--- config.mk ---
export PLATFORM = sky130hd
export DESIGN_NAME = rgb_batch_packer
export DESIGN_NICKNAME = d
export VERILOG_FILES = /design/src/rtl/rgb_batch_pkg.sv /design/src/rtl/rgb_batch_packer_bank.sv /design/src/rtl/rgb_batch_packer.sv
export SDC_FILE = /design/constraint.sdc
export NUM_CORES = 1
export LEC_CHECK = 0
export CORE_UTILIZATION = 30
export DETAILED_ROUTE_END_ITERATION = 8
export GPL_ROUTABILITY_DRIVEN = 0
export PLACE_DENSITY = 0.52
export SYNTH_ARGS = -nofsm -noshare
export SYNTH_HDL_FRONTEND = slang
export SYNTH_SLANG_ARGS = --single-unit
--- constraint.sdc ---
create_clock -name I_rgb_clk -period 4.8 [get_ports I_rgb_clk]
set_clock_uncertainty 0.15 [all_clocks]
set_input_delay 0.48 -clock I_rgb_clk [delete_from_list [all_inputs] [get_ports I_rgb_clk]]
set_output_delay 0.48 -clock I_rgb_clk [all_outputs]
set_load 0.02 [all_outputs]
--- src/rtl/rgb_batch_pkg.sv ---
// Shared types and width helpers for the RGB batch packer and its banks.
package rgb_batch_pkg;

  localparam int DEF_CHANNELS    = 3;
  localparam int DEF_COLOR_WIDTH = 8;

  typedef logic [DEF_CHANNELS-1:0][DEF_COLOR_WIDTH-1:0] pixel_t;

  typedef enum logic {
    BANK_FREE = 1'b0,
    BANK_FULL = 1'b1
  } bank_state_t;

  // Slot pointer width; a 2-deep batch still needs one pointer bit.
  function automatic int ptr_width(input int n);
    return (n > 2) ? $clog2(n) : 1;
  endfunction

  function automatic int count_width(input int n);
    return $clog2(n + 1);
  endfunction

endpackage

--- src/rtl/rgb_batch_packer_bank.sv ---
// One batch bank: slot storage with pad-fill on close, plus count/last/state.
module batch_bank
  import rgb_batch_pkg::*;
#(
  parameter int CHANNELS    = 3,
  parameter int COLOR_WIDTH = 8,
  parameter int BATCH_SIZE  = 8,
  parameter logic [COLOR_WIDTH-1:0] PAD_VALUE = '0,
  localparam int PIX_W  = CHANNELS * COLOR_WIDTH,
  localparam int DATA_W = BATCH_SIZE * PIX_W,
  localparam int PTR_W  = ptr_width(BATCH_SIZE),
  localparam int CNT_W  = count_width(BATCH_SIZE)
) (
  input  logic              I_rgb_clk,
  input  logic              I_rst_n,
  input  logic              wr_en,
  input  logic [PTR_W-1:0]  wr_ptr,
  input  logic [PIX_W-1:0]  wr_pixel,
  input  logic              wr_close,
  input  logic              wr_last,
  input  logic              rd_release,
  output logic [DATA_W-1:0] bank_data,
  output logic [CNT_W-1:0]  bank_count,
  output logic              bank_last,
  output bank_state_t       bank_state
);

  localparam logic [PIX_W-1:0] PAD_PIXEL = {CHANNELS{PAD_VALUE}};

  for (genvar gi = 0; gi < BATCH_SIZE; gi++) begin : g_slot
    logic [PIX_W-1:0] slot_reg;

    // Closing a short batch overwrites every slot above the closing one.
    always_ff @(posedge I_rgb_clk) begin
      if (wr_en) begin
        if (wr_ptr == PTR_W'(gi)) begin
          slot_reg <= wr_pixel;
        end else if (wr_close && (PTR_W'(gi) > wr_ptr)) begin
          slot_reg <= PAD_PIXEL;
        end
      end
    end

    assign bank_data[gi*PIX_W +: PIX_W] = slot_reg;
  end

  always_ff @(posedge I_rgb_clk or negedge I_rst_n) begin
    if (!I_rst_n) begin
      bank_state <= BANK_FREE;
      bank_count <= '0;
      bank_last  <= 1'b0;
    end else if (wr_en && wr_close) begin
      bank_state <= BANK_FULL;
      bank_count <= CNT_W'(wr_ptr) + CNT_W'(1);
      bank_last  <= wr_last;
    end else if (rd_release) begin
      bank_state <= BANK_FREE;
    end
  end

endmodule

--- src/rtl/rgb_batch_packer.sv ---
// Packs RGB pixels into fixed-size batches held in a ping-pong pair of banks,
// presented downstream through valid/ready with a sticky overflow flag.
module rgb_batch_packer
  import rgb_batch_pkg::*;
#(
  parameter int CHANNELS    = 3,
  parameter int COLOR_WIDTH = 8,
  parameter int BATCH_SIZE  = 8,
  parameter logic [COLOR_WIDTH-1:0] PAD_VALUE = '0,
  localparam int PIX_W  = CHANNELS * COLOR_WIDTH,
  localparam int DATA_W = BATCH_SIZE * PIX_W,
  localparam int PTR_W  = ptr_width(BATCH_SIZE),
  localparam int CNT_W  = count_width(BATCH_SIZE)
) (
  input  logic              I_rgb_clk,
  input  logic              I_rst_n,
  input  logic [PIX_W-1:0]  I_pixel,
  input  logic              I_pixel_valid,
  input  logic              I_line_end,
  output logic              O_batch_valid,
  input  logic              I_batch_ready,
  output logic [DATA_W-1:0] O_batch_data,
  output logic [CNT_W-1:0]  O_batch_count,
  output logic              O_batch_last,
  output logic              O_overflow,
  input  logic              I_clear_overflow
);

  localparam logic [PTR_W-1:0] PTR_LAST = PTR_W'(BATCH_SIZE - 1);

  logic             wr_bank_reg, wr_bank_next;
  logic             rd_bank_reg, rd_bank_next;
  logic [PTR_W-1:0] wr_ptr_reg,  wr_ptr_next;
  logic             overflow_reg, overflow_next;

  bank_state_t       bank_state [2];
  logic [DATA_W-1:0] bank_data  [2];
  logic [CNT_W-1:0]  bank_count [2];
  logic              bank_last  [2];

  logic wr_full, rd_full;
  logic write_en, close_batch, drop_pixel, handshake;

  // Write side looks only at registered bank state, so a same-cycle release
  // never rescues a pixel aimed at a full bank.
  assign wr_full     = (bank_state[wr_bank_reg] == BANK_FULL);
  assign rd_full     = (bank_state[rd_bank_reg] == BANK_FULL);
  assign write_en    = I_pixel_valid && !wr_full;
  assign drop_pixel  = I_pixel_valid && wr_full;
  assign close_batch = write_en && ((wr_ptr_reg == PTR_LAST) || I_line_end);
  assign handshake   = rd_full && I_batch_ready;

  always_comb begin
    wr_ptr_next   = wr_ptr_reg;
    wr_bank_next  = wr_bank_reg;
    rd_bank_next  = rd_bank_reg;
    overflow_next = overflow_reg;

    if (close_batch) begin
      wr_ptr_next  = '0;
      wr_bank_next = ~wr_bank_reg;
    end else if (write_en) begin
      wr_ptr_next = wr_ptr_reg + PTR_W'(1);
    end

    if (handshake) begin
      rd_bank_next = ~rd_bank_reg;
    end

    if (I_clear_overflow) begin
      overflow_next = 1'b0;
    end else if (drop_pixel) begin
      overflow_next = 1'b1;
    end
  end

  always_ff @(posedge I_rgb_clk or negedge I_rst_n) begin
    if (!I_rst_n) begin
      wr_ptr_reg   <= '0;
      wr_bank_reg  <= 1'b0;
      rd_bank_reg  <= 1'b0;
      overflow_reg <= 1'b0;
    end else begin
      wr_ptr_reg   <= wr_ptr_next;
      wr_bank_reg  <= wr_bank_next;
      rd_bank_reg  <= rd_bank_next;
      overflow_reg <= overflow_next;
    end
  end

  for (genvar gi = 0; gi < 2; gi++) begin : g_bank
    batch_bank #(
      .CHANNELS    (CHANNELS),
      .COLOR_WIDTH (COLOR_WIDTH),
      .BATCH_SIZE  (BATCH_SIZE),
      .PAD_VALUE   (PAD_VALUE)
    ) u_bank (
      .I_rgb_clk  (I_rgb_clk),
      .I_rst_n    (I_rst_n),
      .wr_en      (write_en && (wr_bank_reg == 1'(gi))),
      .wr_ptr     (wr_ptr_reg),
      .wr_pixel   (I_pixel),
      .wr_close   (close_batch),
      .wr_last    (I_line_end),
      .rd_release (handshake && (rd_bank_reg == 1'(gi))),
      .bank_data  (bank_data[gi]),
      .bank_count (bank_count[gi]),
      .bank_last  (bank_last[gi]),
      .bank_state (bank_state[gi])
    );
  end

  assign O_batch_valid = rd_full;
  assign O_batch_data  = bank_data[rd_bank_reg];
  assign O_batch_count = bank_count[rd_bank_reg];
  assign O_batch_last  = bank_last[rd_bank_reg];
  assign O_overflow    = overflow_reg;

endmodule

======== After elaboration in Yosys (flattened, before gate mapping) ========
Cells that the tools add are included.
operators by class
  add/sub/neg operators ................... 2
  magnitude comparators ................... 10
  equality and inequality tests ........... 7
  multiplexer cells ....................... 39
  bitwise logic cells ..................... 4
  reductions and logical operators ........ 49
operators with widths
  cell                   count
  $mux W192              3
  $mux W24               16
  $reduce_and A2 Y1      16
  $reduce_bool A2 Y1     12
  $logic_and A1 B1 Y1    18
  $mux W1                15
  $eq A3 B3 Y1 const B   4
  $gt A3 B3 Y1 const A   4
  $mux W4                3
  $eq A3 B2 Y1 const B   2
  $gt A1 B3 Y1 const A   2
  $gt A2 B3 Y1 const A   2
  $mux W3                2
  $add A3 B1 Y4 const B  1
  $ge A2 B2 Y1 const B   2
  $not A1 Y2             2
  $add A3 B1 Y3 const B  1
  $eq A3 B1 Y1 const B   1
  $logic_not A3 Y1       1
  $not A1 Y1             2
  $logic_not A1 Y1       1
  $logic_or A1 B1 Y1     1
word-level totals
  register bits ........................... 402
  input bits .............................. 30
  output and inout bits ................... 199
  logic and storage cells ................. 137

======== Logic depth before layout (Yosys ltp) ========
Gate-level depths: netlist (run 1).
  word-level depth ........................ 10
  mapped depth ............................ 7
  gate-level depth less buffers ........... 6

======== Cells and area by module ========
From an unflattened synthesis (run 1), not the netlist that was laid out.
second synthesis, totals
  cell total of the unflattened synthesis .. 1,158
  area, all modules ....................... 17,733.3 um2
by module, submodules not included
  module            instances  cells an instance  area each (um2)  seq. area each (um2)
  batch_bank        2          455                7,532.2          5,915.7
  rgb_batch_packer  1          248                2,668.8          150.1

======== Least setup slack after synthesis (run 1) ========
OpenSTA, ideal clock, no wires.
  path kind ............................... reg-to-reg
  start point ............................. register wr_ptr_reg[1]
  end point ............................... register g_bank[1].u_bank.g_slot[1].slot_reg[0], enable pin
  library setup time ...................... 466 ps
  arrival time ............................ 3,441 ps
  required time ........................... 4,184 ps
  setup slack ............................. 743 ps
  cell stages (with the launch flop) ...... 7
  buffers on the path ..................... 1
  period minus slack after synthesis ...... 4,057 ps
  cell sequence ........................... dfrtp_1 ha_1 ha_1 or2_1 buf_6 a31oi_1 nor4_1
on the way
  word-level cells in the longest chain between the ends .. 6
  elaborated cells between the ends (all ways) .. 8
  classes of those cells .................. order compare: 1; eq/ne: 2; reduce/logical: 5
ends and longest elaborated chain
  what                                                  line                         text
  start, declared                                       rgb_batch_packer.sv:33       logic [PTR_W-1:0] wr_ptr_reg, wr_ptr_next;
  start signal, assigned                                rgb_batch_packer.sv:84       wr_ptr_reg <= wr_ptr_next;
  branches (longest 4 deep; another with $gt A1 B3 Y1)  n/a
  $reduce_bool A2 Y1 (no source line) *                 n/a
  $reduce_and A2 Y1 (no source line) *                  n/a
  end signal, assigned                                  rgb_batch_packer_bank.sv:37  slot_reg <= wr_pixel;
  end, declared                                         rgb_batch_packer_bank.sv:31  logic [PIX_W-1:0] slot_reg;
Every way passes the cells marked *.
A chain may end at the register's enable or synchronous reset.

======== Final worst setup path (run 1) ========
  start point ............................. register rd_bank_reg
  end point ............................... output O_batch_data[6]
on the way
  word-level cells in the longest chain between the ends .. 4
ends and longest elaborated chain
  what                                           line                     text
  start, declared                                rgb_batch_packer.sv:32   logic rd_bank_reg, rd_bank_next;
  start signal, assigned                         rgb_batch_packer.sv:86   rd_bank_reg <= rd_bank_next;
  $not A1 Y2 (not written as such)               rgb_batch_packer.sv:114  assign O_batch_data = bank_data[rd_bank_reg];
  $mux W192 (not written as such) (3 in series)  rgb_batch_packer.sv:114
  end, declared                                  rgb_batch_packer.sv:22   output logic [DATA_W-1:0] O_batch_data,
No other way between the ends. The select of a mux whose other input is x is not followed.

==> results.json, run 1 <==
{
  "r2r_end": "g_bank[1].u_bank.g_slot[1].slot_reg[10]",
  "synth.avg_cell_area_um2": 17.52,
  "crit_family": "buffers and inverters",
  "ys_async_sr_fraction": 0.04478,
  "vias": 8900,
  "finalCritPeriodShare": 0.7839,
  "switchingPower_w": 0.004293,
  "multiInputGateArea_um2": 4009,
  "power_leakage_nw": 7.297,
  "dieArea_um2": 54880,
  "grt_overflow": 0,
  "grt_pass1_wl_um": 63180,
  "slew_violations": 0,
  "post_cts_resized": 0,
  "power.density_nw_per_um2": 626.4,
  "synth_ff_type": "edfxtp_1",
  "rsz0062_at_grt": "false",
  "synth-edff-count": 384,
  "final_cell_mix": "384 x edfxtp_1, 228 x clkdlybuf4s50_1, 198 x mux2_2",
  "critPathMaxFanout": 56,
  "wl_per_cell_um": 24.05,
  "power.internal_w": 0.008722,
  "vdd_drop_max_mv": 0.2265,
  "maxCapViolations": 0,
  "setup_viol": 0,
  "worst-path-buf-inv": 2,
  "cp-end-kind": "output port",
  "critPathKind": "flop to output port",
  "coreArea_um2": 52970,
  "run_status": "completed",
  "cp_slowest_cell": "dfrtp_4",
  "vias_per_cell": 4.694,
  "crit_arrival_ns": 3.13,
  "worstReg2RegStart": "wr_ptr_reg[1]",
  "drt_wl_total_um": 45590,
  "whs_ns": 0.2649,
  "cts_buffers": 45,
  "switching_share": 0.3299,
  "yosysWarnings": 0,
  "fmax_mhz": 265.8,
  "critPathMaxStageDelay_ns": 0.94,
  "seqCellArea_um2": 11990,
  "htreeDepth": 2,
  "initial_core_util": 0.3055,
  "timing.setup.tns_ns": 0,
  "combPwrFrac": 0.366,
  "synth_cells": 924,
  "num_io_pins": 229,
  "clk_pin_slew_ns": 0.06,
  "globalRouteTotalUtil": 0.1663,
  "r2r_setup_slack_ns": 1.54,
  "cts_buffer_depth": 3,
  "final_antenna_net_count": 0,
  "worstSkewPairLatency_ns": 0.57,
  "hold_viol": 0,
  "grt_max_degree": 65,
  "pwr-share-seq": 0.378,
  "fin_crit_ns": 3.763,
  "grt_pass1_vias": 8935,
  "hold_buffers": 0,
  "firstDrtPassIters": 5,
  "hp-class": "primary input to async pin",
  "antenna_found_initial": 9,
  "relSlewSlack": 0.3191,
  "yosys_register_bits": 402,
  "synth.distinct_cells": 39,
  "final_net_count": 1203,
  "clock_sinks": 402,
  "rr_worst_depth": 7,
  "die_x_um": 234.3,
  "yosysSeqAreaShare": 0.7403,
  "worstMarginPinSlew_ns": 1.021,
  "rows": 84,
  "drc": 0,
  "io_buffers": 228,
  "cts_root_buffer": "clkbuf_16",
  "clkPwrFrac": 0.256,
  "start_kind": "flop",
  "syn_nets": 958,
  "cts_setup_buffers": 0,
  "largest_register_ffs": 384,
  "die_h_um": 234.3,
  "required_ns": 4.17,
  "drt_iter0_drc": 663,
  "drive_above_1_share": 0.2562,
  "synthesis.area_um2": 16180,
  "n_fill_cell": 4936,
  "final_common_cell": "edfxtp_1",
  "hpwl_um": 27670,
  "area_growth_pct": 28.38,
  "cts_tree": "yes",
  "path_cells": "buf_4, mux2_2, clkdlybuf4s50_1",
  "cp.depth": 3
}
## per-layer routing
metal | global-route usage | routed length (um) | part of all wire | vias to the layer above
met1 | 0.2295 | 20140 | 0.44 | 4578
li1 | - | - | - | 3983
met5 | 0 | 0 | 0 | -
met2 | 0.2671 | 21900 | 0.48 | 288
met3 | 0.02955 | 2716 | 0.060 | 51
met4 | 0.04728 | 835 | 0.018 | 0
## worst max-delay path by stage
stage / startpoint / slack [ns] / to
after detailed placement: wr_ptr_reg[1] / 1.47 / g_bank[1].u_bank.g_slot[1].slot_reg[10]
after CTS: rd_bank_reg / 0.98 / O_batch_data[23]
final: rd_bank_reg / 1.04 / O_batch_data[6]
after global placement: wr_ptr_reg[1] / 1.44 / g_bank[1].u_bank.g_slot[1].slot_reg[10]
after floorplan: wr_ptr_reg[1] / 0.74 / g_bank[1].u_bank.g_slot[1].slot_reg[0]
after global routing: rd_bank_reg / 0.89 / O_batch_data[24]
## synthesized netlist by cell type, drive strengths merged, types with 2 or more instances
cell type | count | area [um2]
a31oi | 3 | 18.77
nor3 | 5 | 30.03
nor2 | 11 | 43.80
mux2 | 203 | 2301
mux2i | 3 | 30.03
and2 | 144 | 900.9
clkbuf | 22 | 82.58
o21ai | 12 | 60.06
buf | 28 | 146.4
dfrtp | 18 | 450.4
a22oi | 2 | 15.01
edfxtp | 384 | 11530
and3 | 48 | 300.3
nor4 | 2 | 18.77
ha | 4 | 50.05
nand2 | 9 | 33.78
a21oi | 3 | 15.01
inv | 9 | 38.79
nor2b | 2 | 12.51
nand2b | 2 | 27.53
## cell type report
class | instances | area share
Timing Repair Buffer | 248 | 0.1177
Clock inverter | 23 | 0.007829
Multi-Input combinational cell | 463 | 0.1929
Inverter | 9 | 0.001867
Tap cell | 688 | 0.04143
Antenna cell | 2 | 0.0002409
Sequential cell | 402 | 0.5769
Clock buffer | 61 | 0.06112
## metrics by stage
stage,area (um2),util,power [W],cells,worst slack [ns]
floorplan,16180,-,0.007629,924,0.7428
global placement,19340,0.3651,0.009822,1810,1.436
detailed placement,19340,0.3651,0.009836,1810,1.465
CTS,20770,0.3921,0.01321,1894,0.9768
global route,20770,0.3921,0.01359,1894,0.8937
finish,20780,0.3922,0.01302,1896,1.037
## power groups by stage
stage	logic, W	clock network, W	registers (W)
6_report	0.00477	0.00333	0.00492
5_1_grt	0.00506	0.00354	0.00499
4_1_cts	0.00486	0.00342	0.00493
3_5_place_dp	0.00483	0	0.00500
3_3_place_gp	0.00483	0	0.00499
2_1_floorplan	0.00280	0	0.00483
## logic make-up after synthesis
group	count (synthesis)	share of synthesized area
buf+inv	59	0.01654
mux	206	0.1440
simple gates	229	0.08721
flops	402	0.7403
compound gates	24	0.008813
fa+ha+maj	4	0.003093
No activity file was read; power rests on OpenSTA's default activity.
==> run 2: changes to the inputs <==
Settings changed: PLACE_DENSITY 0.52 to 0.54.
Clock period 4.8 ns to 3.4 ns, I/O delays scaled along.
==> run 2 against run 1 <==
  * First-iteration DRC count grew 3.6%
  * Sequential cell count unchanged
  * Sequential share of layout area hardly changed
  * Cell area barely moved
  * Largest cell class unchanged
  * Wire length shrank 2.6%
  * Global-route usage down 0.51 points
  * Via count decreased by 0.53%
  * Core utilization hardly changed
  * Combinational power increased by 44%
==> results.json, run 2 (synthesis results as in run 1) <==
{
  "initial_core_util": 0.3055,
  "critPathMaxFanout": 33,
  "fin_cells": 1899,
  "combPwrFrac": 0.378,
  "cts_buffer_depth": 3,
  "firstDrtPassIters": 6,
  "vias": 8853,
  "final_net_count": 1212,
  "dpl-instance-area_um2": 19430,
  "vias_per_cell": 4.662,
  "power.internal_w": 0.01226,
  "required_ns": 2.91,
  "io_buffers": 228,
  "critPathKind": "flop to output port",
  "cp_slowest_cell": "clkdlybuf4s50_1",
  "clk_pin_slew_ns": 0.05,
  "crit_family": "buffers and inverters",
  "drc": 0,
  "drt_iter0_drc": 687,
  "grtUsageMet3": 0.03465,
  "vdd_drop_max_mv": 0.3062,
  "hp-class": "primary input to async pin",
  "hpwl_um": 27020,
  "placedCellCount": 1820,
  "finalCritPeriodShare": 0.8902,
  "final_common_cell": "edfxtp_1",
  "grt_max_degree": 64,
  "r2r_end": "g_bank[1].u_bank.g_slot[1].slot_reg[5]",
  "clkPwrFrac": 0.248,
  "setup_viol": 0,
  "start_kind": "flop",
  "htreeDepth": 2,
  "cts_root_buffer": "clkbuf_16",
  "drive_above_1_share": 0.2548,
  "grt_overflow": 0,
  "switching_share": 0.3269,
  "largest_register_ffs": 384,
  "pwr-share-seq": 0.374,
  "critPathMaxStageDelay_ns": 0.57,
  "wl_per_cell_um": 23.38,
  "slew_violations": 0,
  "run_status": "completed",
  "hold_viol": 0,
  "use_met1": 0.2321,
  "p_total_w": 0.01822,
  "worstMarginPinSlew_ns": 0.9700,
  "die_h_um": 234.3,
  "die_x_um": 234.3,
  "post_cts_resized": 0,
  "maxCapViolations": 0,
  "worstReg2RegStart": "wr_ptr_reg[0]",
  "use_met2": 0.2428,
  "r2r_setup_slack_ns": 0.69,
  "fin_area_um2": 20770,
  "top_usage_layer": "met2",
  "cts_setup_buffers": 0,
  "cts_buffers": 44,
  "final_antenna_net_count": 0,
  "worst-path-buf-inv": 2,
  "crit_arrival_ns": 2.54,
  "path_cells": "buf_4, mux2_2, clkdlybuf4s50_1",
  "clock_sinks": 402,
  "timing.setup.tns_ns": 0,
  "rows": 84,
  "switchingPower_w": 0.005955,
  "globalRouteTotalUtil": 0.1612,
  "rr_worst_depth": 7,
  "relSlewSlack": 0.3513,
  "num_io_pins": 229,
  "rsz0062_at_grt": "false",
  "antenna_found_initial": 13,
  "post-route-util": 0.3921,
  "grt_pass1_wl_um": 62020,
  "cp-end-kind": "output port",
  "final_cell_mix": "384 x edfxtp_1, 228 x clkdlybuf4s50_1, 198 x mux2_2",
  "fin_crit_ns": 3.027,
  "cts_tree": "yes",
  "area_growth_pct": 28.33,
  "grt_pass1_vias": 9043,
  "dieArea_um2": 54880,
  "hold_buffers": 0,
  "power_leakage_nw": 7.306,
  "coreArea_um2": 52970,
  "drt_wl_total_um": 44390,
  "worstSkewPairLatency_ns": 0.56,
  "power.density_nw_per_um2": 877.1,
  "fmax_mhz": 330.4
}
## run 2: cell types whose count changed in the layout (fill, tap and decap cells not counted), moves of 2 or more
cell,delta
clkbuf_1,+2
clkbuf_16,-3
nor2_4,-2
clkinv_2,-4
buf_12,+2
clkbuf_8,-2
buf_4,+8
nor2_2,+2
## run 2: cell type report
cell class	count	area [um2]
fill	4979	32200
sequential	402	11990
multi-input combinational	463	3999
timing repair buffer	258	2545
clock buffer	58	1175
tap	688	860.8
clock inverter	19	160.2
inverter	9	38.79
antenna	2	5.005
## run 2: through the flow
stage               hold WS [ns]  setup slack (ns)
global route              0.1313            0.2709
global placement          0.3338            0.6575
floorplan                -0.1056           0.04138
CTS                       0.1101            0.3210
detailed placement        0.3264            0.6669
finish                    0.1313            0.3733
## run 2: worst max-delay path by stage
stage / from / endpoint / cells after the start
2_1_floorplan: wr_ptr_reg[1] / g_bank[0].u_bank.g_slot[0].slot_reg[0] / 6
3_3_place_gp: I_pixel_valid / g_bank[0].u_bank.g_slot[1].slot_reg[3] / 4
3_5_place_dp: I_pixel_valid / g_bank[0].u_bank.g_slot[1].slot_reg[3] / 4
4_1_cts: rd_bank_reg / O_batch_data[155] / 3
5_1_grt: rd_bank_reg / O_batch_data[159] / 3
6_report: rd_bank_reg / O_batch_data[146] / 3
## run 2: layer usage
metal,vias to the layer above,share of wire
met5,-,0
met4,0,0.019
met3,52,0.076
met2,301,0.45
met1,4499,0.45
li1,4001,-
## run 2: power by group through the flow
stage | logic, W | registers [W] | clock network, W
after floorplan | 0.00396 | 0.00681 | 0
after CTS | 0.00703 | 0.00681 | 0.00464
after detailed placement | 0.00699 | 0.00691 | 0
after global routing | 0.00733 | 0.00688 | 0.00481
after global placement | 0.00697 | 0.00688 | 0
final | 0.00689 | 0.00681 | 0.00452
## run 2: worst register-to-register path: stages (launching register included)
cell     delay, ns
dfrtp_1       0.55
ha_1          0.22
ha_1          0.19
or2_1         0.41
a31oi_1       0.17
buf_4         0.18
nor4_4        0.12
buf_4         0.36
==> run 3: changes to the inputs <==
Settings changed: ABC_CLOCK_PERIOD_IN_PS set to 2500.
Clock period 3.4 ns to 2.5 ns, I/O delays scaled along.
==> run 3 against run 2 <==
  * The run now ends with setup timing left
  * Global-route usage up 0.40 points
  * Cell area up 1.1%
  * Register-to-register slack worse by 0.43 ns
  * Critical path type unchanged
  * Wire length up 2.4%
  * First-iteration DRC count up 15%
  * Hold slack worse by 0.055 ns
  * Die area unchanged
  * Core utilization up 0.41 points
  * Setup slack worse by 0.43 ns
==> results.json, run 3 (synthesis results as in run 1) <==
{
  "drive_above_1_share": 0.4065,
  "hpwl_um": 27670,
  "power.density_nw_per_um2": 1175,
  "hp-class": "primary input to flop",
  "combPwrFrac": 0.384,
  "vias_per_cell": 4.654,
  "post-route-util": 0.3962,
  "m1WireLength_um": 19810,
  "crit_arrival_ns": 2.16,
  "worst_slack_ns": -0.05944,
  "r2r_setup_slack_ns": 0.26,
  "grt_pass1_wl_um": 63210,
  "cp-end-kind": "output port",
  "cts_buffer_depth": 3,
  "coreArea_um2": 52970,
  "critPathKind": "flop to output port",
  "dpl-instance-area_um2": 19960,
  "relSlewSlack": 0.3092,
  "antenna_found_initial": 14,
  "final_net_count": 1267,
  "drc": 0,
  "dieArea_um2": 54880,
  "fin_area_um2": 20990,
  "final_antenna_net_count": 0,
  "cts_root_buffer": "clkbuf_16",
  "cp_slowest_cell": "dfrtp_4",
  "maxCapViolations": 0,
  "timing.setup.tns_ns": -0.6972,
  "worstSkewPairLatency_ns": 0.55,
  "violations": "setup timing",
  "cts_tree": "yes",
  "clk_pin_slew_ns": 0.06,
  "run_status": "complete, but fails checks",
  "area_growth_pct": 29.69,
  "clock_sinks": 402,
  "hold_viol": 0,
  "fin_crit_ns": 2.559,
  "io_buffers": 228,
  "vdd_drop_max_mv": 0.4600,
  "power_leakage_nw": 7.818,
  "fin_cells": 1965,
  "dr_wl_met2_um": 21120,
  "globalRouteTotalUtil": 0.1651,
  "vias": 9145,
  "finalCritPeriodShare": 1.024,
  "firstDrtPassIters": 5,
  "slew_violations": 0,
  "critPathMaxStageDelay_ns": 0.46,
  "initial_core_util": 0.3055,
  "drt_iter0_drc": 787,
  "required_ns": 2.10,
  "placedCellCount": 1857,
  "power.internal_w": 0.01634,
  "final_common_cell": "edfxtp_1",
  "grt_overflow": 0,
  "worstMarginPinSlew_ns": 1.035,
  "die_x_um": 234.3,
  "start_kind": "flop",
  "switchingPower_w": 0.008312,
  "whs_ns": 0.07634,
  "fmax_mhz": 390.7,
  "die_h_um": 234.3,
  "wl_per_cell_um": 23.13,
  "rsz0062_at_grt": "true",
  "drt_wl_total_um": 45440,
  "num_io_pins": 229,
  "grt_pass1_vias": 9218,
  "highest_layer": "met4",
  "htreeDepth": 2,
  "cts_buffers": 44,
  "largest_register_ffs": 384,
  "critPathMaxFanout": 15,
  "switching_share": 0.3372,
  "rows": 84,
  "final_cell_mix": "384 x edfxtp_1, 198 x mux2_2, 144 x and2_1",
  "wl_met3_um": 3532,
  "setup_viol": 15,
  "pwr-share-seq": 0.373,
  "grt_max_degree": 55,
  "clkPwrFrac": 0.243,
  "path_cells": "buf_12, bufbuf_16, mux2_2, dlygate4sd2_1"
}
[run 3: changes by cell type in the layout (fill, tap and decap cells not counted), sizes merged, moves of 2 or more]
| cell | previous run | this run |
|---|---|---|
| clkinvlp | 0 | 2 |
| bufbuf | 0 | 4 |
| buf | 30 | 109 |
| bufinv | 3 | 1 |
| clkdlybuf4s15 | 0 | 42 |
| clkdlybuf4s50 | 228 | 30 |
| dlygate4sd2 | 0 | 31 |
| clkbuf | 58 | 155 |
| diode | 2 | 10 |
[run 3: final cells by class]
class	count	area, um2
Multi-Input combinational cell	463	4054
Timing Repair Buffer	313	2715
Inverter	9	38.79
Sequential cell	402	11990
Fill cell	5018	31980
Antenna cell	10	25.02
Clock buffer	59	1179
Tap cell	688	860.8
Clock inverter	21	130.1
[run 3: through the flow]
stage | power [W] | setup WS [ns]
2_1_floorplan | 0.01474 | -0.1984
3_3_place_gp | 0.01928 | 0.1795
3_5_place_dp | 0.01935 | 0.1667
4_1_cts | 0.02502 | -0.1906
5_1_grt | 0.02578 | -0.1303
6_report | 0.02465 | -0.05944
[run 3: power by group through the flow]
stage          logic, W  registers, W  clock network [W]
5_1_grt          0.0101       0.00929            0.00637
2_1_floorplan   0.00549       0.00925                  0
3_5_place_dp     0.0100       0.00933                  0
4_1_cts         0.00964       0.00922            0.00616
3_3_place_gp    0.00998       0.00930                  0
6_report        0.00948       0.00919            0.00599
[run 3: repair_timing]
| item | CTS | global route |
|---|---|---|
| buffers inserted | 3 | 8 |
| hold endpoints to repair | 18 | 0 |
| hold buffers | 1 | 0 |
| gates cloned | 5 | 1 |
| resized for setup | 347 | 207 |
| setup endpoints to repair | 198 | 153 |
[run 3: worst paths after layout]
kind                                             from                                endpoint  depth (start not counted)
min reg2reg                g_bank[0].u_bank.bank_last              g_bank[0].u_bank.bank_last                          1
max in group asynchronous                     I_rst_n                             rd_bank_reg                          3
max reg2reg                             wr_ptr_reg[1]  g_bank[1].u_bank.g_slot[2].slot_reg[7]                          6
min in group asynchronous                     I_rst_n                              O_overflow                          3
max                                       rd_bank_reg                         O_batch_data[7]                          4
min                                  I_clear_overflow                              O_overflow                          2
[run 3: metal layers]
metal  vias up  track usage
met4         0      0.05053
met1      4637       0.2279
met5         -            0
li1       4130            -
met2       316       0.2595
met3        62      0.03478
[run 3: critical path, delay by kind of cell, from the launching register on]
kind / cells / cell delay, ns
buffers and inverters: 3 / 0.79
flip-flops: 1 / 0.46
multiplexers: 1 / 0.35
